## src/rtl/stepper_pkg.sv

```systemverilog
// Shared types for the step pulse generator and the Motor_* top-level mux.
// Phase encoding is visible on LEDs/display, so its values must stay stable.
package stepper_pkg;

  typedef enum logic [1:0] {
    RP_IDLE   = 2'd0,
    RP_ACCEL  = 2'd1,
    RP_CRUISE = 2'd2,
    RP_DECEL  = 2'd3
  } ramp_phase_e;

  typedef enum logic [1:0] {
    SF_IDLE   = 2'd0,
    SF_RUN    = 2'd1,
    SF_FINISH = 2'd2
  } step_fsm_e;

endpackage

```

## src/rtl/step_interval_timer.sv

```systemverilog
// Loadable down-counter that times the gap between steps.
// tick_o is high while the count sits at zero; a load on that cycle restarts it.
module step_interval_timer #(
  parameter int unsigned PERIOD_W = 24
) (
  input  logic                clk_i,
  input  logic                rst_ni,
  input  logic                load_i,
  input  logic [PERIOD_W-1:0] load_val_i,
  input  logic                en_i,
  output logic                tick_o
);

  logic [PERIOD_W-1:0] cnt_q;

  always_ff @(posedge clk_i) begin
    if (!rst_ni) begin
      cnt_q <= '0;
    end else if (load_i) begin
      cnt_q <= load_val_i;
    end else if (en_i && (cnt_q != '0)) begin
      cnt_q <= cnt_q - PERIOD_W'(1);
    end
  end

  assign tick_o = (cnt_q == '0);

endmodule

```

## src/rtl/step_ramp_generator.sv

```systemverilog
// Move sequencer: turns a (steps, dir) command into rotate_pulse toggles whose
// spacing follows a trapezoidal/triangular accel-cruise-decel period profile.
module step_ramp_generator
  import stepper_pkg::*;
#(
  parameter int unsigned COUNT_W      = 16,
  parameter int unsigned PERIOD_W     = 24,
  parameter int unsigned START_PERIOD = 135000,
  parameter int unsigned MIN_PERIOD   = 27000,
  parameter int unsigned ACCEL_DEC    = 2700
) (
  input  logic               clk_i,
  input  logic               rst_ni,
  input  logic               cmd_valid_i,
  output logic               cmd_ready_o,
  input  logic [COUNT_W-1:0] cmd_steps_i,
  input  logic               cmd_dir_i,
  input  logic               abort_i,
  output logic               rotate_pulse_o,
  output logic               direction_o,
  output logic               busy_o,
  output logic               done_o,
  output logic [COUNT_W-1:0] steps_left_o,
  output logic [1:0]         ramp_phase_o
);

  localparam logic [PERIOD_W:0]   START_X    = (PERIOD_W+1)'(START_PERIOD);
  localparam logic [PERIOD_W:0]   MIN_X      = (PERIOD_W+1)'(MIN_PERIOD);
  localparam logic [PERIOD_W:0]   DEC_X      = (PERIOD_W+1)'(ACCEL_DEC);
  localparam logic [PERIOD_W-1:0] START_P    = PERIOD_W'(START_PERIOD);
  localparam logic [PERIOD_W-1:0] START_LOAD = PERIOD_W'(START_PERIOD - 1);

  step_fsm_e           state_q;
  ramp_phase_e         phase_q;
  logic [PERIOD_W-1:0] period_q;
  logic [COUNT_W-1:0]  steps_left_q;
  logic [COUNT_W-1:0]  ramp_cnt_q;
  logic                rotate_q;
  logic                dir_q;
  logic                busy_q;
  logic                done_q;
  logic                ready_q;

  logic                run;
  logic                accept;
  logic                tick;
  logic                step;
  logic [PERIOD_W:0]   period_up;
  logic [PERIOD_W:0]   period_dn;
  logic [PERIOD_W-1:0] period_d;
  logic [COUNT_W-1:0]  ramp_cnt_d;
  logic [COUNT_W-1:0]  steps_stepped;
  logic [COUNT_W-1:0]  steps_left_d;
  ramp_phase_e         phase_d;
  logic                timer_load;
  logic [PERIOD_W-1:0] timer_val;

  assign run       = (state_q == SF_RUN);
  assign accept    = cmd_valid_i & ready_q;
  assign step      = run & tick;
  assign period_up = {1'b0, period_q} + DEC_X;
  assign period_dn = {1'b0, period_q} - DEC_X;

  // Profile update for this cycle: the step (if any) first, then the abort clamp
  // applied to the post-step counts.
  always_comb begin
    steps_stepped = steps_left_q;
    ramp_cnt_d    = ramp_cnt_q;
    period_d      = period_q;
    phase_d       = phase_q;
    if (step) begin
      steps_stepped = steps_left_q - COUNT_W'(1);
      if (steps_stepped == '0) begin
        phase_d = RP_IDLE;
      end else if (steps_stepped <= ramp_cnt_q) begin
        period_d   = (period_up > START_X) ? START_P : period_up[PERIOD_W-1:0];
        ramp_cnt_d = (ramp_cnt_q == '0) ? '0 : ramp_cnt_q - COUNT_W'(1);
        phase_d    = RP_DECEL;
      end else if ({1'b0, period_q} > MIN_X) begin
        // Compare before subtracting so a small period can never wrap.
        period_d   = ({1'b0, period_q} >= (MIN_X + DEC_X)) ? period_dn[PERIOD_W-1:0]
                                                           : MIN_X[PERIOD_W-1:0];
        ramp_cnt_d = ramp_cnt_q + COUNT_W'(1);
        phase_d    = RP_ACCEL;
      end else begin
        phase_d = RP_CRUISE;
      end
    end
    steps_left_d = steps_stepped;
    if (run && abort_i && (ramp_cnt_d < steps_stepped)) begin
      steps_left_d = ramp_cnt_d;
    end
  end

  assign timer_load = accept | step;
  assign timer_val  = accept ? START_LOAD : (period_d - PERIOD_W'(1));

  step_interval_timer #(
    .PERIOD_W (PERIOD_W)
  ) u_timer (
    .clk_i      (clk_i),
    .rst_ni     (rst_ni),
    .load_i     (timer_load),
    .load_val_i (timer_val),
    .en_i       (run),
    .tick_o     (tick)
  );

  always_ff @(posedge clk_i) begin
    if (!rst_ni) begin
      state_q      <= SF_IDLE;
      phase_q      <= RP_IDLE;
      period_q     <= START_P;
      steps_left_q <= '0;
      ramp_cnt_q   <= '0;
      rotate_q     <= 1'b0;
      dir_q        <= 1'b0;
      busy_q       <= 1'b0;
      done_q       <= 1'b0;
      ready_q      <= 1'b1;
    end else begin
      done_q <= 1'b0;
      case (state_q)
        SF_IDLE: begin
          if (accept) begin
            dir_q        <= cmd_dir_i;
            steps_left_q <= cmd_steps_i;
            period_q     <= START_P;
            ramp_cnt_q   <= '0;
            ready_q      <= 1'b0;
            if (cmd_steps_i == '0) begin
              state_q <= SF_FINISH;
            end else begin
              state_q <= SF_RUN;
              busy_q  <= 1'b1;
              phase_q <= RP_ACCEL;
            end
          end
        end
        SF_RUN: begin
          if (step) begin
            rotate_q <= ~rotate_q;
          end
          steps_left_q <= steps_left_d;
          ramp_cnt_q   <= ramp_cnt_d;
          period_q     <= period_d;
          phase_q      <= phase_d;
          if (steps_left_d == '0) begin
            state_q <= SF_FINISH;
            busy_q  <= 1'b0;
            phase_q <= RP_IDLE;
          end
        end
        SF_FINISH: begin
          state_q <= SF_IDLE;
          done_q  <= 1'b1;
          ready_q <= 1'b1;
        end
        default: begin
          state_q <= SF_IDLE;
          ready_q <= 1'b1;
          busy_q  <= 1'b0;
        end
      endcase
    end
  end

  assign cmd_ready_o    = ready_q;
  assign rotate_pulse_o = rotate_q;
  assign direction_o    = dir_q;
  assign busy_o         = busy_q;
  assign done_o         = done_q;
  assign steps_left_o   = steps_left_q;
  assign ramp_phase_o   = phase_q;

endmodule

```

## config.mk

```make
export PLATFORM = sky130hd
export DESIGN_NAME = step_ramp_generator
export DESIGN_NICKNAME = d
export VERILOG_FILES = /design/src/rtl/stepper_pkg.sv /design/src/rtl/step_interval_timer.sv /design/src/rtl/step_ramp_generator.sv
export SDC_FILE = /design/constraint.sdc
export NUM_CORES = 1
export LEC_CHECK = 0
export CORE_ASPECT_RATIO = 0.8
export CORE_UTILIZATION = 55
export CTS_BUF_LIST = sky130_fd_sc_hd__clkbuf_8
export DETAILED_ROUTE_END_ITERATION = 10
export PLACE_DENSITY = 0.76
export SLEW_MARGIN = 20
export SYNTH_ARGS = -nofsm -noshare
export SYNTH_HDL_FRONTEND = slang
export SYNTH_SLANG_ARGS = --single-unit
```

## constraint.sdc

```tcl
create_clock -name clk_i -period 9 [get_ports clk_i]
set_input_delay 0.9 -clock clk_i [delete_from_list [all_inputs] [get_ports clk_i]]
set_output_delay 0.9 -clock clk_i [all_outputs]
set_load 0.05 [all_outputs]
```

==> results of run 1 <==
-- flip-flops by register name, indices dropped and copies added, names as in the netlist --
signal	cells
cmd_ready_o	1
state_q	2
u_timer.cnt_q	24
busy_o	1
ramp_cnt_q	16
period_q	24
ramp_phase_o	2
rotate_pulse_o	1
done_o	1
steps_left_o	16
direction_o	1
-- final timing paths --
kind	endpoint	slack, ns	cells after the start
max reg2reg	state_q[0]$_SDFFE_PN0P_	1.16	25
min reg2reg	direction_o$_SDFFE_PN0P_	0.53	2
max	state_q[0]$_SDFFE_PN0P_	1.16	25
min	direction_o$_SDFFE_PN0P_	0.53	2
-- power by group --
| part | switching, W | internal, W | leakage, nW | total, W |
|---|---|---|---|---|
| registers | 0.0000725 | 0.000421 | 0.727 | 0.000494 |
| logic | 0.000532 | 0.000281 | 2.69 | 0.000813 |
| clock network | 0.000179 | 0.000133 | 0.104 | 0.000311 |
| total | 0.000783 | 0.000835 | 3.53 | 0.00162 |
-- cells by family (layout without fill, tap and decap cells) --
| logic type | Yosys count | count (layout) | share of synthesized area |
|---|---|---|---|
| simple gates | 511 | 511 | 0.3058 |
| compound gates | 430 | 430 | 0.3132 |
| buf+inv | 148 | 125 | 0.06707 |
| flops | 89 | 89 | 0.1957 |
| xor+xnor | 50 | 50 | 0.04810 |
| fa+ha+maj | 42 | 42 | 0.05772 |
| mux | 11 | 11 | 0.01237 |
-- placed cells by master, fill, tap and decap left out, types with 9 or more instances in the layout --
master             n
clkbuf_8           9
mux2i_1            9
ha_1              42
o21ai_0          102
nor3_1            42
nor2_1            90
buf_4             20
o22ai_1            9
a31oi_1           21
o211ai_1          21
inv_1             47
and3_1            14
xor2_1            19
nand4_1           19
nand2b_1          11
or3_1             22
o21ai_1           10
xnor2_1           31
nor2b_1           31
clkdlybuf4s50_1   42
or4_1             10
a22oi_1           28
a21o_1            16
nand2_1          124
nor3b_1           10
a21oi_1           93
a221o_1            9
or2_2              9
a211oi_1          17
o31ai_1           15
nand3_1           46
and2_1            10
dfxtp_1           89
nor4_1            31
-- layer usage --
metal  share of wire  wire length [um]
met1            0.47             14240
met2            0.38             11490
met3            0.13              3993
met4           0.018               560
met5               0                 0
-- per-stage QoR --
step	util	hold slack [ns]	total power, W	area [um2]	worst slack (ns)
after CTS	0.6099	0.5372	0.001591	9731	1.398
after floorplan	-	0.5182	0.001082	9104	2.368
final	0.6099	0.5349	0.001618	9731	1.159
after global placement	0.5974	0.4966	0.001274	9532	1.843
after global routing	0.6099	0.5806	0.001708	9731	0.7196
after detailed placement	0.5974	0.5144	0.001285	9532	1.445
-- final cells by class --
| class | count | area share |
|---|---|---|
| multi-input cells | 1044 | 0.6915 |
| flip-flops and latches | 89 | 0.1831 |
| repair buffers | 63 | 0.05915 |
| well taps | 215 | 0.02765 |
| inverters | 47 | 0.01813 |
| clock buffers | 9 | 0.01273 |
| clock inverters | 6 | 0.007715 |
-- worst max-delay path: stages, from the launching register on --
cell and delay, ns:
dfxtp_1 0.50, inv_1 0.12, ha_1 0.41, or3b_1 0.46, or3_1 0.38, xor2_1 0.25, inv_1 0.08, ha_1 0.27
nand4_1 0.13, nor3_1 0.25, o21ai_0 0.19, a21boi_2 0.59, buf_4 0.40, nand2_1 0.16, o32a_1 0.31, o31ai_1 0.64
ha_1 0.36, a2111oi_0 0.41, nand2_1 0.12, or3_1 0.36, a211oi_1 0.34, or2_2 0.23, nor4_1 0.06, a41o_1 0.27
mux2_2 0.28, nor3b_1 0.17
==> impl_metrics.ini, run 1 <==
[grt]
grt_max_degree = 85
top_usage_layer = met1
grt.met2_usage = 0.4718
track_usage = 0.3550
antenna_found_initial = 0
grt_pass1_wl_mm = 47.93
grtUsageMet3 = 0.1089
grt_pass1_vias = 8763
grtUsageMet1 = 0.5375
grt_overflow = 0

[clock_tree]
cts.clk_slew.worst_paths_ns = 0.10
h-tree-depth = 3
cts_buffers = 9
ctsHoldBuffers = 0
clock_sinks = 89
tritoncts = yes
cts_setup_buffers = 0
clk_latency_ns = 0.40
clockRootBuffer = clkbuf_8
cts.repair.resized = 0
clockBufferDepth = 2

[routing]
vias = 10120
vias_per_cell = 6.873
finalWirelength_mm = 30.29
drt-wirelength-per-cell_um = 20.56
ant_nets = 0
initialDrtViolationCount = 1425
dr.pass1.iters = 5
post-route-drc-count = 0

[floorplan]
coreArea_um2 = 15950
num_rows = 41
die_w_um = 145.8
die_h_um = 117.1
initial_core_util = 0.5706
ios = 44
die_area_um2 = 17070

[sta]
fmax_mhz = 127.5
setup_viol = 0
skew_ns = 0.01439
tns_ns = 0
slew_headroom = 0.3038
period_share = 0.8712
worst_slew_pin_slew_ns = 1.038
drv_slew = 0
post-route-min-period_ns = 7.841
hold_violations = 0
rsz0062_at_grt = false

[placed_design]
port_buffers = 43
place.gp.congestion = 0.9833
dp.cells = 1458
dp_hpwl_mm = 22.00

[yosys]
netlist.area_leader.share = 0.1957
synth_edf_count = 0
netlist_instances = 1281
synth_common_cells = nand2_1, o21ai_0, a21oi_1, nor2_1, dfxtp_1
ys.flop_type = dfxtp_1
async_flop_share = 0
syn_nets = 1344
synth_area_um2 = 9104
synth.distinct_cells = 95
yosysTopAreaCell = dfxtp_1
yosys_warnings = 0
synth.most_common_cell = nand2_1
syn_avg_cell_area_um2 = 7.107
ys_ff_latch = 89
synth.area.top_cells = dfxtp_1, ha_1, o21ai_0
ys_seq_area_frac = 0.1957

[layout]
layout.nets = 1317
multi_input_area_um2 = 6729
seqCellArea_um2 = 1782
drive_gt1_frac = 0.06359
n_fill_cell = 1498
instances_no_fill = 1473
syn_to_final_growth_pct = 6.886
n_antenna_cell = 0

[power_and_ir_drop]
leakagePower_nw = 3.526
powerDensity_nw_per_um2 = 166.2
peakVddDrop_uv = 119.5

[critical_path]
crit_fanout = 22
end_kind = flip-flop
criticalPathCategory = reg2reg
critPathLaunch = steps_left_o[0]$_SDFFE_PN0P_
startpoint_type = flip-flop
cp.required_ns = 9.32
r2r_start = steps_left_o[0]$_SDFFE_PN0P_
cp_data_arrival_time_ns = 8.16

[worst_hold_path]
hold_path_class = reg2reg
worstHoldStart = direction_o$_SDFFE_PN0P_

[flow_run]
drv_cap = 0

[outcome]
status = completed
No activity file was read; power rests on OpenSTA's default activity.
==> inputs of run 2 (changes only) <==
- clock period: 9 -> 7.65 ns (I/O delays scaled with it)
==> run 2 against run 1 <==
  * Count of clock-buffer cells in the layout is the same
  * Cell count grew 0.14%
  * Wire length shrank 0.57%
  * Largest cell class unchanged
  * Setup slack lost 0.63 ns
  * Flip-flop and latch count is the same
  * Sequential power grew 16%
  * Via count grew 0.28%
  * Fmax grew 10%
  * Die area is the same
==> impl_metrics.ini, run 2 (synthesis results as in run 1) <==
[outcome]
status = completed

[clock_tree]
cts_buffers = 9
clk_latency_ns = 0.41
cts_setup_buffers = 0
tritoncts = yes
ctsHoldBuffers = 0
clockBufferDepth = 2
clock_sinks = 89
h-tree-depth = 3
cts.clk_slew.worst_paths_ns = 0.11
clockRootBuffer = clkbuf_8

[sta]
drv_slew = 0
worst_slew_pin_slew_ns = 0.9562
tns_ns = 0
post-route-min-period_ns = 7.118
whs_ns = 0.5499
rsz0062_at_grt = false
skew_ns = 0.01977
hold_violations = 0
fmax_mhz = 140.5
setup_viol = 0
slew_headroom = 0.3605
period_share = 0.9304

[critical_path]
path_common_cell = ha_1
slowest_stage = or4_1
cp_top_family = simple AND/OR/NAND/NOR gates
r2r-end = state_q[0]$_SDFFE_PN0P_
end_kind = flip-flop
cp_data_arrival_time_ns = 7.45
cp.required_ns = 7.99
critPathLaunch = steps_left_o[1]$_SDFFE_PN0P_
r2r_slack_ns = 0.53
criticalPathCategory = reg2reg
cp_num_buf_inv = 3
rr_worst_depth = 27
worstSetupEndpoint = state_q[0]$_SDFFE_PN0P_
critPathMaxStageDelay_ns = 0.60
crit_fanout = 12
cp.depth = 27
startpoint_type = flip-flop
r2r_start = steps_left_o[1]$_SDFFE_PN0P_

[grt]
grt_pass1_wl_mm = 47.18
grt_overflow = 0
grt_pass1_vias = 8511
track_usage = 0.3519
grt_max_degree = 85
antenna_found_initial = 1

[layout]
largestRegisters = period_q (24), u_timer.cnt_q (24)
layout.nets = 1319
syn_to_final_growth_pct = 7.161
multi_input_area_um2 = 6744
final_common_cell = nand2_1
drive_gt1_frac = 0.06508
n_fill_cell = 1490
n_antenna_cell = 0
seqCellArea_um2 = 1782
final_area_um2 = 9756
mostFrequentLayoutCells = nand2_1, o21ai_0, a21oi_1

[floorplan]
die_w_um = 145.8
coreArea_um2 = 15950
ios = 44
initial_core_util = 0.5706
die_area_um2 = 17070
die_h_um = 117.1
num_rows = 41

[placed_design]
port_buffers = 43
place.gp.congestion = 0.9938
postPlaceCellArea_um2 = 9553
dp_hpwl_mm = 21.97

[routing]
drt-wirelength-per-cell_um = 20.42
vias = 10150
vias_per_cell = 6.883
ant_nets = 0
dr.pass1.iters = 6
post-route-drc-count = 0
initialDrtViolationCount = 1364
finalWirelength_mm = 30.12

[power_and_ir_drop]
powerDensity_nw_per_um2 = 195.7
leakagePower_nw = 3.539
peakVddDrop_uv = 127.9

[worst_hold_path]
hold_path_class = reg2reg

[flow_run]
drv_cap = 0
run 2: changes by cell type in the layout (fill, tap and decap cells not counted), sizes merged:
cell / change
clkinvlp: +1
clkinv: +1
buf: +2
inv: -2
run 2: how the worst min path moves through the flow:
stage,slack (ns),cells past startpoint,start,to
CTS,0.54,2,direction_o$_SDFFE_PN0P_,direction_o$_SDFFE_PN0P_
finish,0.55,2,direction_o$_SDFFE_PN0P_,direction_o$_SDFFE_PN0P_
floorplan,0.52,2,period_q[1]$_SDFFE_PN0P_,period_q[1]$_SDFFE_PN0P_
detailed placement,0.52,2,direction_o$_SDFFE_PN0P_,direction_o$_SDFFE_PN0P_
global route,0.59,2,direction_o$_SDFFE_PN0P_,direction_o$_SDFFE_PN0P_
global placement,0.50,2,direction_o$_SDFFE_PN0P_,direction_o$_SDFFE_PN0P_
run 2: per-stage QoR:
step	power (W)	instances	setup WS, ns	utilization
floorplan	0.001273	1281	1.018	-
global placement	0.001509	1460	0.8002	0.5988
detailed placement	0.001526	1460	0.6201	0.5988
CTS	0.001873	1475	0.5759	0.6109
global route	0.002016	1475	0.04101	0.6115
finish	0.001909	1475	0.5323	0.6115
run 2: what timing repair did:
| action | in CTS | in global routing |
|---|---|---|
| endpoints found under the hold margin | 0 | 0 |
| resized for setup | 0 | 1 |
| setup endpoints to repair | 0 | 5 |
run 2: report_power, final:
| group | internal [W] | switching [W] | total, W |
|---|---|---|---|
| sequential | 0.000495 | 0.0000794 | 0.000575 |
| combinational | 0.000336 | 0.000650 | 0.000985 |
| clock | 0.000152 | 0.000197 | 0.000349 |
run 2: area by class of cell:
class,count,share of cell area
Clock buffer,9,0.01270
Clock inverter,6,0.007182
Inverter,47,0.01808
Multi-Input combinational cell,1044,0.6913
Sequential cell,89,0.1826
Tap cell,215,0.02757
Timing Repair Buffer,65,0.06054
run 2: worst register-to-register path, stage by stage, from the launching register on:
cell	delay (ns)
dfxtp_1	0.42
inv_1	0.12
ha_1	0.41
or3b_1	0.45
or3_1	0.36
xor2_1	0.26
inv_1	0.09
ha_1	0.28
nand4_1	0.15
or4_1	0.60
o21ai_1	0.33
nand2_1	0.35
a31oi_1	0.23
o21ai_0	0.10
a21oi_1	0.18
buf_4	0.16
ha_1	0.24
a21o_1	0.16
a21o_1	0.16
a21oi_1	0.15
o21ai_0	0.15
or3_1	0.40
a211oi_1	0.28
or2_2	0.23
nor4_1	0.07
a41o_1	0.27
mux2_2	0.28
nor3b_1	0.16
run 2: per-layer routing:
layer | vias up | track usage | routed length, um
met2 | 700 | 0.4868 | 11690
met4 | 2 | 0.06316 | 410
li1 | 4747 | - | -
met1 | 4662 | 0.5455 | 13880
met3 | 41 | 0.07984 | 4126
met5 | - | 0 | 13
==> RTL edit (config.mk and constraints of run 1) <==
Re-encode `step_fsm_e` (3 states) as one-hot, 3 bits wide.
--- a/src/rtl/stepper_pkg.sv
+++ b/src/rtl/stepper_pkg.sv
@@ -9,10 +9,10 @@
     RP_DECEL  = 2'd3
   } ramp_phase_e;
 
-  typedef enum logic [1:0] {
-    SF_IDLE   = 2'd0,
-    SF_RUN    = 2'd1,
-    SF_FINISH = 2'd2
+  typedef enum logic [2:0] {
+    SF_IDLE   = 3'b001,
+    SF_RUN    = 3'b010,
+    SF_FINISH = 3'b100
   } step_fsm_e;
 
 endpackage
Function: no difference found for any inputs over 10 cycles, from zero or initial values and one cycle with rst_ni low; not proved beyond that.
==> RTL edit against run 1 <==
  * Setup slack worse by 0.14 ns
  * Total power is 15% lower
  * Critical path type unchanged
  * Area after synthesis is 0.93% higher
  * Design area is 0.66% higher
  * Critical endpoint is now state_q[1]
  * Non-clock buffer count is 3 lower
  * Global-route usage is 0.49 points higher
  * Combinational power is 20% lower
  * Routed wire length is 4.0% higher
  * Sequential cell count is 1 higher
  * First-iteration DRC count is 6.1% lower
  * Largest power group unchanged
==> RTL edit: results (changes against run 1) <==
outcome: finished, final reports clean
top post-synthesis cells by area: dfxtp_1 20%, ha_1 5.7%, nand2_1 5.4%, nor2_1 5.2%, a21oi_1 5.1%
number of warning messages in the yosys log: 0 (unchanged)
leading registers by flop count: period_q: 24 flops, u_timer.cnt_q: 24 flops
number of optimization iterations in the first detailed-route pass: 6 (+1)
insertion delay to the later sink of the worst-skew pair: 0.40 ns (about the same)
initial antenna violation count: 0 (unchanged)
data arrival time of the critical path: 8.28 ns (+0.12 ns)
DPL Wire Length: 22450 um (+2.0%)
register area share after synthesis: 19.61% (+0.037 points)
worst-case headroom to the max-slew limit: 31.31% (+0.93 points)
initial detailed-routing violation count: 1338 (-6.1%)
total number of nets in the final design: 1342 (+1.9%)
GRT Overall Usage: 35.99% (+0.49 points)
worst voltage drop across the vdd grid: 97.87 uV (-18%)
maximum number of pins on one net before global-route repair: 69 (-19%)
final count of pins violating max slew: 0 (unchanged)
count of distinct cell types in the synthesized netlist: 99 (+4.2%)
most frequent cells after synthesis: 133 x nand2_1, 128 x nor2_1, 93 x a21oi_1
number of buffers created by CTS: 9 (unchanged)
Max H-tree Level: 3 (unchanged)
CTS-repair resized insts: 0 (unchanged)
vias after detailed routing: 10290 (+1.6%)
mean routed wirelength per cell: 21.01 um (+2.2%)
Lkg Pwr: 0.003508 uW (-0.50%)
met2 Usage GRT: 47.05% (-0.12 points)
clk root buf: clkbuf_8
post-CTS repair timing setup buffer count: 0 (unchanged)
maximum fanout count along the critical path: 40 (+82%)
diode count: 0 (unchanged)
Clock Pin Slew Worst Setup and Hold Paths: 0.10 ns (about the same)
met1 layer usage reported by global route: 56.01% (+2.3 points)
Routability Congestion: 0.9974 (+1.4%)
classification of the worst-slack hold path: flop to flop
via count of the first global-routing pass: 8833 (+0.80%)
fraction of final layout cells sized beyond drive strength 1: 6.464% (+0.10 points)
met3 usage in global routing: 11.24% (+0.35 points)
clk_skew: 0.01994 ns (+0.005553 ns)
Filler cells: 1517 (+1.3%)
wire length of the first global-routing pass: 49690 um (+3.7%)
clock tree buffer depth: 2 (unchanged)
fraction of registers with async set/reset: 0% (unchanged)
Synth Net Count: 1374 (+2.2%)
RTL edit: changes by cell type in the layout (fill, tap and decap cells not counted), sizes merged, moves of 7 or more:
cell / before / now
o21ai: 113 / 88
nor4: 41 / 30
a221oi: 4 / 12
nor3: 43 / 64
a31oi: 21 / 31
o2bb2ai: 7 / 0
a221o: 9 / 0
a22oi: 28 / 15
nor2b: 31 / 10
o211ai: 21 / 14
nand3: 47 / 60
o22ai: 10 / 17
nor2: 92 / 128
nand2: 124 / 133
RTL edit: stage by stage:
stage	area [um^2]	setup WS [ns]	hold slack, ns	cells
floorplan	9189	1.892	0.4505	1311
global placement	9610	1.519	0.4541	1483
detailed placement	9610	1.278	0.4621	1483
CTS	9793	1.249	0.4811	1499
global route	9794	0.6579	0.5066	1499
finish	9794	1.018	0.4770	1499
RTL edit: path summary, 6_finish.rpt:
| kind | from | to | slack, ns | cells after the start |
|---|---|---|---|---|
| worst max-delay path | steps_left_o[0] | state_q[1] | 1.02 | 26 |
| worst min-delay path | direction_o | direction_o | 0.48 | 2 |
| worst max register to register | steps_left_o[0] | state_q[1] | 1.02 | 26 |
| worst min register to register | direction_o | direction_o | 0.48 | 2 |
RTL edit: logic make-up after synthesis:
family                   synth area share, %
buffers and inverters                  6.713
adder cells (fa/ha/maj)                5.719
flip-flops                             19.61
XOR/XNOR                               5.719
multiplexers                           1.321
AO/OA/AOI/OAI                          28.27
AND/OR/NAND/NOR                        32.65
RTL edit: worst max-delay path: stages, from the launching register on:
cell and delay [ns]:
dfxtp_1 0.45, inv_1 0.17, ha_1 0.26, or3b_2 0.62, or3_1 0.47, nor4_1 0.38
xor2_1 0.16, ha_1 0.21, a21o_1 0.17, a21o_1 0.16, a2111oi_0 0.44, buf_4 0.21
a31o_2 0.73, a31oi_1 0.18, o31ai_1 0.87, ha_1 0.39, a21o_1 0.16, a21o_1 0.18
a21oi_1 0.13, o21ai_0 0.16, nor3_1 0.28, a31oi_2 0.13, nor2_1 0.18, nand2_1 0.13
o41ai_4 0.38, o22ai_1 0.12, and2_1 0.18
RTL edit: cell type report:
class / instances / area share [%]
Sequential cell: 90 / 18.40
Timing Repair Buffer: 60 / 5.697
Clock inverter: 7 / 0.6004
Clock buffer: 9 / 1.265
Multi-Input combinational cell: 1071 / 69.48
Inverter: 47 / 1.814
Tap cell: 215 / 2.747
RTL edit: power by group:
group          switching, uW  internal, uW
Combinational            431           219
Clock                    177           106
Sequential              30.3           414
Total                    638           739
RTL edit: per-layer routing:
layer  wire length, um  share of wire, %
met1             14530                46
met4               361               1.1
met3              4281                14
met2             12320                39
met5                 0                 0
